File: config.mk
export PLATFORM = sky130hd
export DESIGN_NAME = fp_alu_byte_sequencer
export DESIGN_NICKNAME = d
export VERILOG_FILES = /design/src/rtl/fp_alu_byte_sequencer.sv
export SDC_FILE = /design/constraint.sdc
export NUM_CORES = 1
export LEC_CHECK = 0
export BUFFER_PORTS_ARGS = -buffer_cell sky130_fd_sc_hd__buf_4
export CAP_MARGIN = 20
export CORE_MARGIN = 4
export CORE_UTILIZATION = 50
export CTS_BUF_LIST = sky130_fd_sc_hd__clkbuf_4
export CTS_CLUSTER_SIZE = 14
export DETAILED_ROUTE_END_ITERATION = 10
export PLACE_DENSITY = 0.78
export SETUP_SLACK_MARGIN = 0.02
export SYNTH_ARGS = -nofsm -noshare
export SYNTH_HDL_FRONTEND = slang
export SYNTH_SLANG_ARGS = --single-unit
File: constraint.sdc
create_clock -name clk_i -period 4.2 [get_ports clk_i]
set_input_delay 0.84 -clock clk_i [delete_from_list [all_inputs] [get_ports clk_i]]
set_output_delay 0.84 -clock clk_i [all_outputs]
set_load 0.05 [all_outputs]
File: src/rtl/fp_alu_byte_sequencer.sv
// fp_alu_byte_sequencer: byte-serial command loader and result streamer for a 32-bit FP ALU.
// Optional FP_SEQ_STATUS_BYTE_EN appends a fifth status byte (zero/inf/NaN/reserved-opcode flags).
module fp_alu_byte_sequencer #(
  parameter int SETTLE_CYCLES = 2
) (
  input  logic        clk_i,
  input  logic        rst_ni,
  input  logic        in_valid_i,
  output logic        in_ready_o,
  input  logic [7:0]  in_data_i,
  output logic [31:0] alu_a_o,
  output logic [31:0] alu_b_o,
  output logic        alu_op_o,
  input  logic [31:0] alu_out_i,
  output logic        out_valid_o,
  input  logic        out_ready_i,
  output logic [7:0]  out_data_o,
  output logic        busy_o
);
  localparam logic [1:0] LOAD = 2'd0, SETTLE = 2'd1, SEND = 2'd2;
  localparam int WW = SETTLE_CYCLES > 1 ? $clog2(SETTLE_CYCLES) : 1;
  localparam logic [WW-1:0] WLAST = WW'(SETTLE_CYCLES - 1);
`ifdef FP_SEQ_STATUS_BYTE_EN
  localparam logic [3:0] SLAST = 4'd4;
`else
  localparam logic [3:0] SLAST = 4'd3;
`endif
  logic [1:0] state_q, state_d;
  logic [3:0] cnt_q, cnt_d;
  logic [WW-1:0] wait_q, wait_d;
  logic [3:0][7:0] a_q, a_d, b_q, b_d, res_q, res_d;
  logic op_q, op_d;
  logic [1:0] lane;
  logic [7:0] res_byte;
  // Operand bytes arrive MSB first, so byte k of a word lands in lane (-k mod 4)
  assign lane = 2'd0 - cnt_q[1:0];
  assign res_byte = res_q[2'd3 - cnt_q[1:0]];
  assign in_ready_o = state_q == LOAD;
  assign out_valid_o = state_q == SEND;
  assign busy_o = state_q != LOAD;
  assign alu_a_o = a_q;
  assign alu_b_o = b_q;
  assign alu_op_o = op_q;
`ifdef FP_SEQ_STATUS_BYTE_EN
  logic rsv_q;
  logic [7:0] e;
  logic [22:0] f;
  logic [7:0] status;
  assign e = {res_q[3][6:0], res_q[2][7]};
  assign f = {res_q[2][6:0], res_q[1], res_q[0]};
  assign status = {4'd0, rsv_q, &e && |f, &e && ~|f, ~|e && ~|f};
  assign out_data_o = state_q != SEND ? 8'd0 : cnt_q == 4'd4 ? status : res_byte;
  // Remember whether the opcode byte of the current frame had reserved bits set
  always_ff @(posedge clk_i or negedge rst_ni)
    if (!rst_ni) rsv_q <= 1'b0;
    else if (in_ready_o && in_valid_i && cnt_q == 4'd0) rsv_q <= |in_data_i[7:1];
`else
  assign out_data_o = state_q == SEND ? res_byte : 8'd0;
`endif
  // Next-state: load frame bytes, count settle cycles, step through result bytes
  always_comb begin
    state_d = state_q;
    cnt_d = cnt_q;
    wait_d = wait_q;
    a_d = a_q;
    b_d = b_q;
    op_d = op_q;
    res_d = res_q;
    case (state_q)
      LOAD: if (in_valid_i) begin
        if (cnt_q == 4'd0) op_d = in_data_i[0];
        else if (cnt_q <= 4'd4) a_d[lane] = in_data_i;
        else b_d[lane] = in_data_i;
        cnt_d = cnt_q == 4'd8 ? 4'd0 : cnt_q + 4'd1;
        if (cnt_q == 4'd8) begin
          state_d = SETTLE;
          wait_d = '0;
        end
      end
      SETTLE: begin
        wait_d = wait_q + 1'b1;
        if (wait_q == WLAST) begin
          res_d = alu_out_i;
          state_d = SEND;
          wait_d = '0;
        end
      end
      SEND: if (out_ready_i) begin
        cnt_d = cnt_q == SLAST ? 4'd0 : cnt_q + 4'd1;
        if (cnt_q == SLAST) state_d = LOAD;
      end
      default: state_d = LOAD;
    endcase
  end
  // State registers; reset drops any partially loaded or partially sent frame
  always_ff @(posedge clk_i or negedge rst_ni)
    if (!rst_ni) begin
      state_q <= LOAD;
      cnt_q <= 4'd0;
      wait_q <= '0;
      a_q <= '0;
      b_q <= '0;
      op_q <= 1'b0;
      res_q <= '0;
    end else begin
      state_q <= state_d;
      cnt_q <= cnt_d;
      wait_q <= wait_d;
      a_q <= a_d;
      b_q <= b_d;
      op_q <= op_d;
      res_q <= res_d;
    end
endmodule
Yosys cells after proc, flatten, opt, wreduce, memory -nomap -nowiden
Cells that the tools add are included.
{ "word_totals": {"register_bits": 104, "inputBits": 44, "out_inout_bits": 76} }
{ "classes": {"n_addsub": 4, "order_cmp": 4, "n_eq_ne": 9, "n_mux": 22, "n_bitwise": 2, "n_reduce_logical": 13} }
{ "op_table": {"columns": ["op", "count"], "rows": [
  ["32-bit bitwise mux", 2],
  ["8-bit two-way mux", 3],
  ["8-bit binary-select mux with 2-bit select", 1],
  ["8-bit demux with 2-bit select", 1],
  ["4-bit two-way mux", 4],
  ["2-bit two-way mux", 5],
  ["3-bit AND reduction", 3],
  ["4-bit one-hot mux with 2 select lines", 1],
  ["4-bit AND reduction", 2],
  ["2-bit by 3-bit less-than comparator with 1-bit output, second input constant", 2],
  ["2-bit by 1-bit != test with 1-bit output, second input constant", 3],
  ["2-bit one-hot mux with 3 select lines", 1],
  ["2-bit nonzero test", 3],
  ["5-bit AND reduction", 1],
  ["4-bit by 1-bit adder with 4-bit output, second input constant", 1],
  ["4-bit by 2-bit == test with 1-bit output, second input constant", 1],
  ["4-bit == test, second input constant", 1],
  ["4-bit by 3-bit <= comparator with 1-bit output, second input constant", 1],
  ["4-bit zero test", 1],
  ["2-bit != test, second input constant", 2],
  ["1-bit two-way mux", 3],
  ["2-bit by 1-bit == test with 1-bit output, second input constant", 1],
  ["2-bit == test, second input constant", 1],
  ["2-bit by 1-bit >= comparator with 1-bit output, second input constant", 1],
  ["8 further kinds", 9]
]} }

Depth between registers and ports, before layout
{ "logic_depth": {"depth_word": 6, "ltp_mapped": 7} }

Worst setup path before layout
Ideal clock, no wire load.
{ "synth_path": {"kind": "register to output", "start": "reg cnt_q[0]", "end": "out out_data_o[1]", "arrival_time_ps": 1884, "required_ps": 3360, "setup_slack_ps": 1476, "path_stages_with_launch": 4, "cell_sequence": "dfrtp_1 buf_1 mux4_2 nor2b_1"} }
{ "synth_via": {"elab_chain_len": 4} }
{ "synth_lines": {"columns": ["element", "line_no", "text"], "rows": [
  ["from (decl)", "29", "logic [3:0] cnt_q, cnt_d;"],
  ["from (signal assigned)", "107", "cnt_q <= cnt_d;"],
  ["2-bit subtractor", "37", "assign res_byte = res_q[2'd3 - cnt_q[1:0]];"],
  ["8-bit binary-select mux with 2-bit select", "37", null],
  ["8-bit two-way mux (not written as such)", "37", null],
  ["8-bit two-way mux", "58", "assign out_data_o = state_q == SEND ? res_byte : 8'd0;"],
  ["to (decl)", "17", "output logic [7:0] out_data_o,"]
]} }
Every way passes these cells. The select of a mux whose other input is x is not followed.

Worst setup path in the final report
Same ends and word-level chain as after synthesis.

==> flow_results.org <==
** STA
- Final critical-path required period :: 3.05 ns
- Max-slew violation count :: 0
- Final-report setup violation count :: 0
- Setup TNS :: 0 ns
- Final Hold Violating Endpoints :: 0
- Achievable clock frequency :: 328 MHz
- For the pin with the worst max-slew slack, the measured transition is 0.709 ns.
- Setup repair after global routing left no endpoint under its margin.
- Clock skew on the completed layout was measured at 0.0235 ns.
- Of the available clock period, the critical path in the final layout requires 0.727.
- Headroom to the max-slew limit came out at 0.527.

** Clock tree
- Total CTS buffers :: 9
- TritonCTS built the clock tree.
- For the worst-skew pair, the clock arrives at the later sink with an insertion delay of 0.43 ns.
- Post-CTS Setup Inserts :: 0
- Number of hold buffers added after CTS :: 0
- The clock net in this run drives a total of 104 sinks.
- After clock tree synthesis, the clock-pin slew on the worst setup and hold paths is 0.16 ns.
- CTS built an H-tree with a depth of 3.
- Cell chosen for the clock root :: sky130_fd_sc_hd__clkbuf_4
- Maximum buffer depth of the clock tree :: 2
- Number of resized instances in the post-cts repair step :: 0

** Outcome
- The run finished with clean final reports.

** Logic synthesis
- Of the total synthesized cell area, the portion taken by full adders, half adders and majority gates is 0.0173.
- Combinational family with the most area after synthesis :: multiplexers
- The complex-gate fraction of the synthesized area came to 0.0159.
- Measured against the total synthesized area, the mux share comes to 0.301.
- The biggest area contributor in the post-synthesis netlist is sky130_fd_sc_hd__dfrtp_1.
- Parity-gate share of the synthesized area counting xor and xnor cells :: 0
- In the synthesized netlist, the number of instances is 280.
- Of the synthesized area, sequential elements account for 0.601.
- Warnings, synthesis :: 0
- The synthesized design contains 104 register bits.
- Synthesis produced a netlist with a net count of 330.
- The share of synthesized area in the top cell type comes to 0.601.
- Yosys mapped the design onto 27 distinct sky130hd cell types.
- Simple-Gate Fraction of Synth Area :: 0.0529
- Synth Area per Inst :: 15.5 µm²
- The synthesized netlist occupies a cell area of 4330 µm².
- By area the synthesized netlist is led by sky130_fd_sc_hd__dfrtp_1 60%, sky130_fd_sc_hd__mux2_2 25%, sky130_fd_sc_hd__mux4_2 4.2%, sky130_fd_sc_hd__ha_1 1.7%, sky130_fd_sc_hd__nor2b_1 1.4%.

** Die
- Core Region :: 8300 µm²
- Count of boundary I/O pins :: 120
- Initial core utilization :: 0.521
- Y dimension of the die :: 101 µm
- Die width :: 101 µm
- Die ar. :: 10200 µm²
- The floorplan has 33 rows.

** Cells and area
- The finished layout holds 516 standard cells, fillers aside.
- The finished cells cover 5510 µm².
- After filler insertion, the fill cell instance count of the layout stands at 601.
- In the final layout, the share of cells above drive strength 1 is 0.608.
- Area growth from synthesis to final layout :: 27.4%
- The net count of the finished layout is 456.
- Layout Utilization :: 0.664
- Antenna cell count :: 0

** Placement
- The count of buffers added on input and output ports is 119.
- At the end of routability-driven placement, the weighted congestion stood at 0.710.
- The HPWL after detailed placement is 6580 µm.
- After detailed placement, the total cell area comes to 5340 µm².
- Number of instances in the placed design :: 499

** Setup path
- Data arrives at the worst endpoint at 2.21 ns.
- STA puts the critical path data required time at 3.36 ns.
- The critical path is of the reg2out type.
- STA classifies the critical path endpoint as a primary output.
- Sort of element at the start of the critical path :: flop
- Slack of the worst reg-to-reg path :: 1.66 ns
- Worst R2R End :: alu_b_o[9]
- Along the worst path, the maximum fanout reaches 14.
- The worst register-to-register path begins at cnt_q[0].
- Worst Reg2Reg Path Length in Cells :: 6
- Critical Path End :: out_data_o[1]
- Tracing the worst setup path back leads to its startpoint at cnt_q[0].

** GRT
- First-pass GRT wire length :: 14500 µm
- Summed over all layers, the global routing overflow is 0.
- The via count of the first global-routing pass came to 2800.
- GRT Resource Usage Total :: 0.185
- The number of antenna violations at the first check in global routing came to 0.
- Pin count of the biggest net entering global routing :: 83

** Run
- Number of maximum-capacitance constraint violations :: 0

** Routing
- In the routed layout, each cell is associated on average with a via count of 5.28.
- For this block, the via count after detailed routing is 2726.
- The count of nets left with antenna violations once routing finished came out at 0.
- The first routing iteration left 61 violations.
- Post-DR wirelength/cell :: 18.0 µm
- For this run, design rule violations remaining after detail routing come to 0.
- Pre-antenna DRT Iters :: 4
- Post-detailed-routing wire length :: 9270 µm

** Hold path
- Worst hold path type :: in2async
cells by family (layout without fill, tap and decap cells):
| group | Yosys count | count (layout) |
|---|---|---|
| adder cells (fa/ha/maj) | 6 | 6 |
| multiplexers | 108 | 108 |
| AND/OR/NAND/NOR | 37 | 37 |
| AO/OA/AOI/OAI | 12 | 12 |
| buffers and inverters | 13 | 144 |
| flip-flops | 104 | 104 |
sequential cells by signal, summed over array words and instances, names as in the netlist:
signal	cells
alu_a_o	32
alu_b_o	32
res_q	32
cnt_q	4
state_q	2
alu_op_o	1
wait_q	1
layout by cell type, fill, tap and decap left out, types with 3 or more instances in the layout:
master	count
sky130_fd_sc_hd__buf_4	122
sky130_fd_sc_hd__dfrtp_1	104
sky130_fd_sc_hd__mux2_2	96
sky130_fd_sc_hd__nor2b_1	10
sky130_fd_sc_hd__clkbuf_4	10
sky130_fd_sc_hd__mux4_2	8
sky130_fd_sc_hd__nand2_1	8
sky130_fd_sc_hd__o21ai_0	7
sky130_fd_sc_hd__ha_1	6
sky130_fd_sc_hd__inv_1	5
sky130_fd_sc_hd__nand2b_1	4
sky130_fd_sc_hd__nand2_2	4
sky130_fd_sc_hd__nor2_1	3
sky130_fd_sc_hd__mux2i_1	3
worst min path at each step:
stage	startpoint	endpoint	slack, ns	cells past startpoint
2_1_floorplan	wait_q	wait_q	0.46	1
3_3_place_gp	alu_a_o[15]	alu_a_o[15]	0.48	1
3_5_place_dp	res_q[24]	res_q[24]	0.49	1
4_1_cts	res_q[8]	res_q[8]	0.52	1
5_1_grt	rst_ni	alu_b_o[31]	0.17	1
6_report	rst_ni	alu_a_o[0]	0.20	1
worst max-delay path: stages, from the launching register on:
cell and delay (ns):
sky130_fd_sc_hd__dfrtp_1 0.83, sky130_fd_sc_hd__mux4_2 0.59, sky130_fd_sc_hd__nor2b_1 0.15, sky130_fd_sc_hd__buf_4 0.21
synthesized netlist by cell type, drive strengths merged:
cell type    n
or4b         1
inv          5
nor2         3
ha           6
mux2        97
or3b         1
o211a        1
o21ai        7
nand3b       1
nand3        2
clkbuf       6
mux4         8
nor3         1
mux2i        3
nand2       12
nand4b       1
dfrtp      104
o211ai       1
nand2b       4
a31oi        1
buf          2
a21oi        2
nor2b       10
nor4bb       1
per-stage QoR:
stage / setup WS (ns) / hold slack [ns]
6_report: 1.15 / 0.196
5_1_grt: 0.969 / 0.168
4_1_cts: 1.08 / 0.524
3_5_place_dp: 1.59 / 0.490
3_3_place_gp: 1.63 / 0.477
2_1_floorplan: 1.48 / 0.464
metal layers:
layer | up-vias | share of wire | track usage
met5 | - | 0 | 0
met4 | 0 | 0.0080 | 0.0521
met3 | 7 | 0.094 | 0.0616
met2 | 92 | 0.46 | 0.284
met1 | 1371 | 0.44 | 0.254
li1 | 1256 | - | -
final cells by class:
class                           count  area, µm²  area share
Clock buffer                       10       75.1      0.0136
Clock inverter                      6       67.6      0.0123
Inverter                            5       18.8     0.00340
Multi-Input combinational cell    163       1680       0.304
Sequential cell                   104       2600       0.472
Tap cell                          105        131      0.0238
Timing Repair Buffer              123        943       0.171
Power is not shown: default switching activity piles up to over one toggle a cycle in this logic, so the estimate is an artifact.
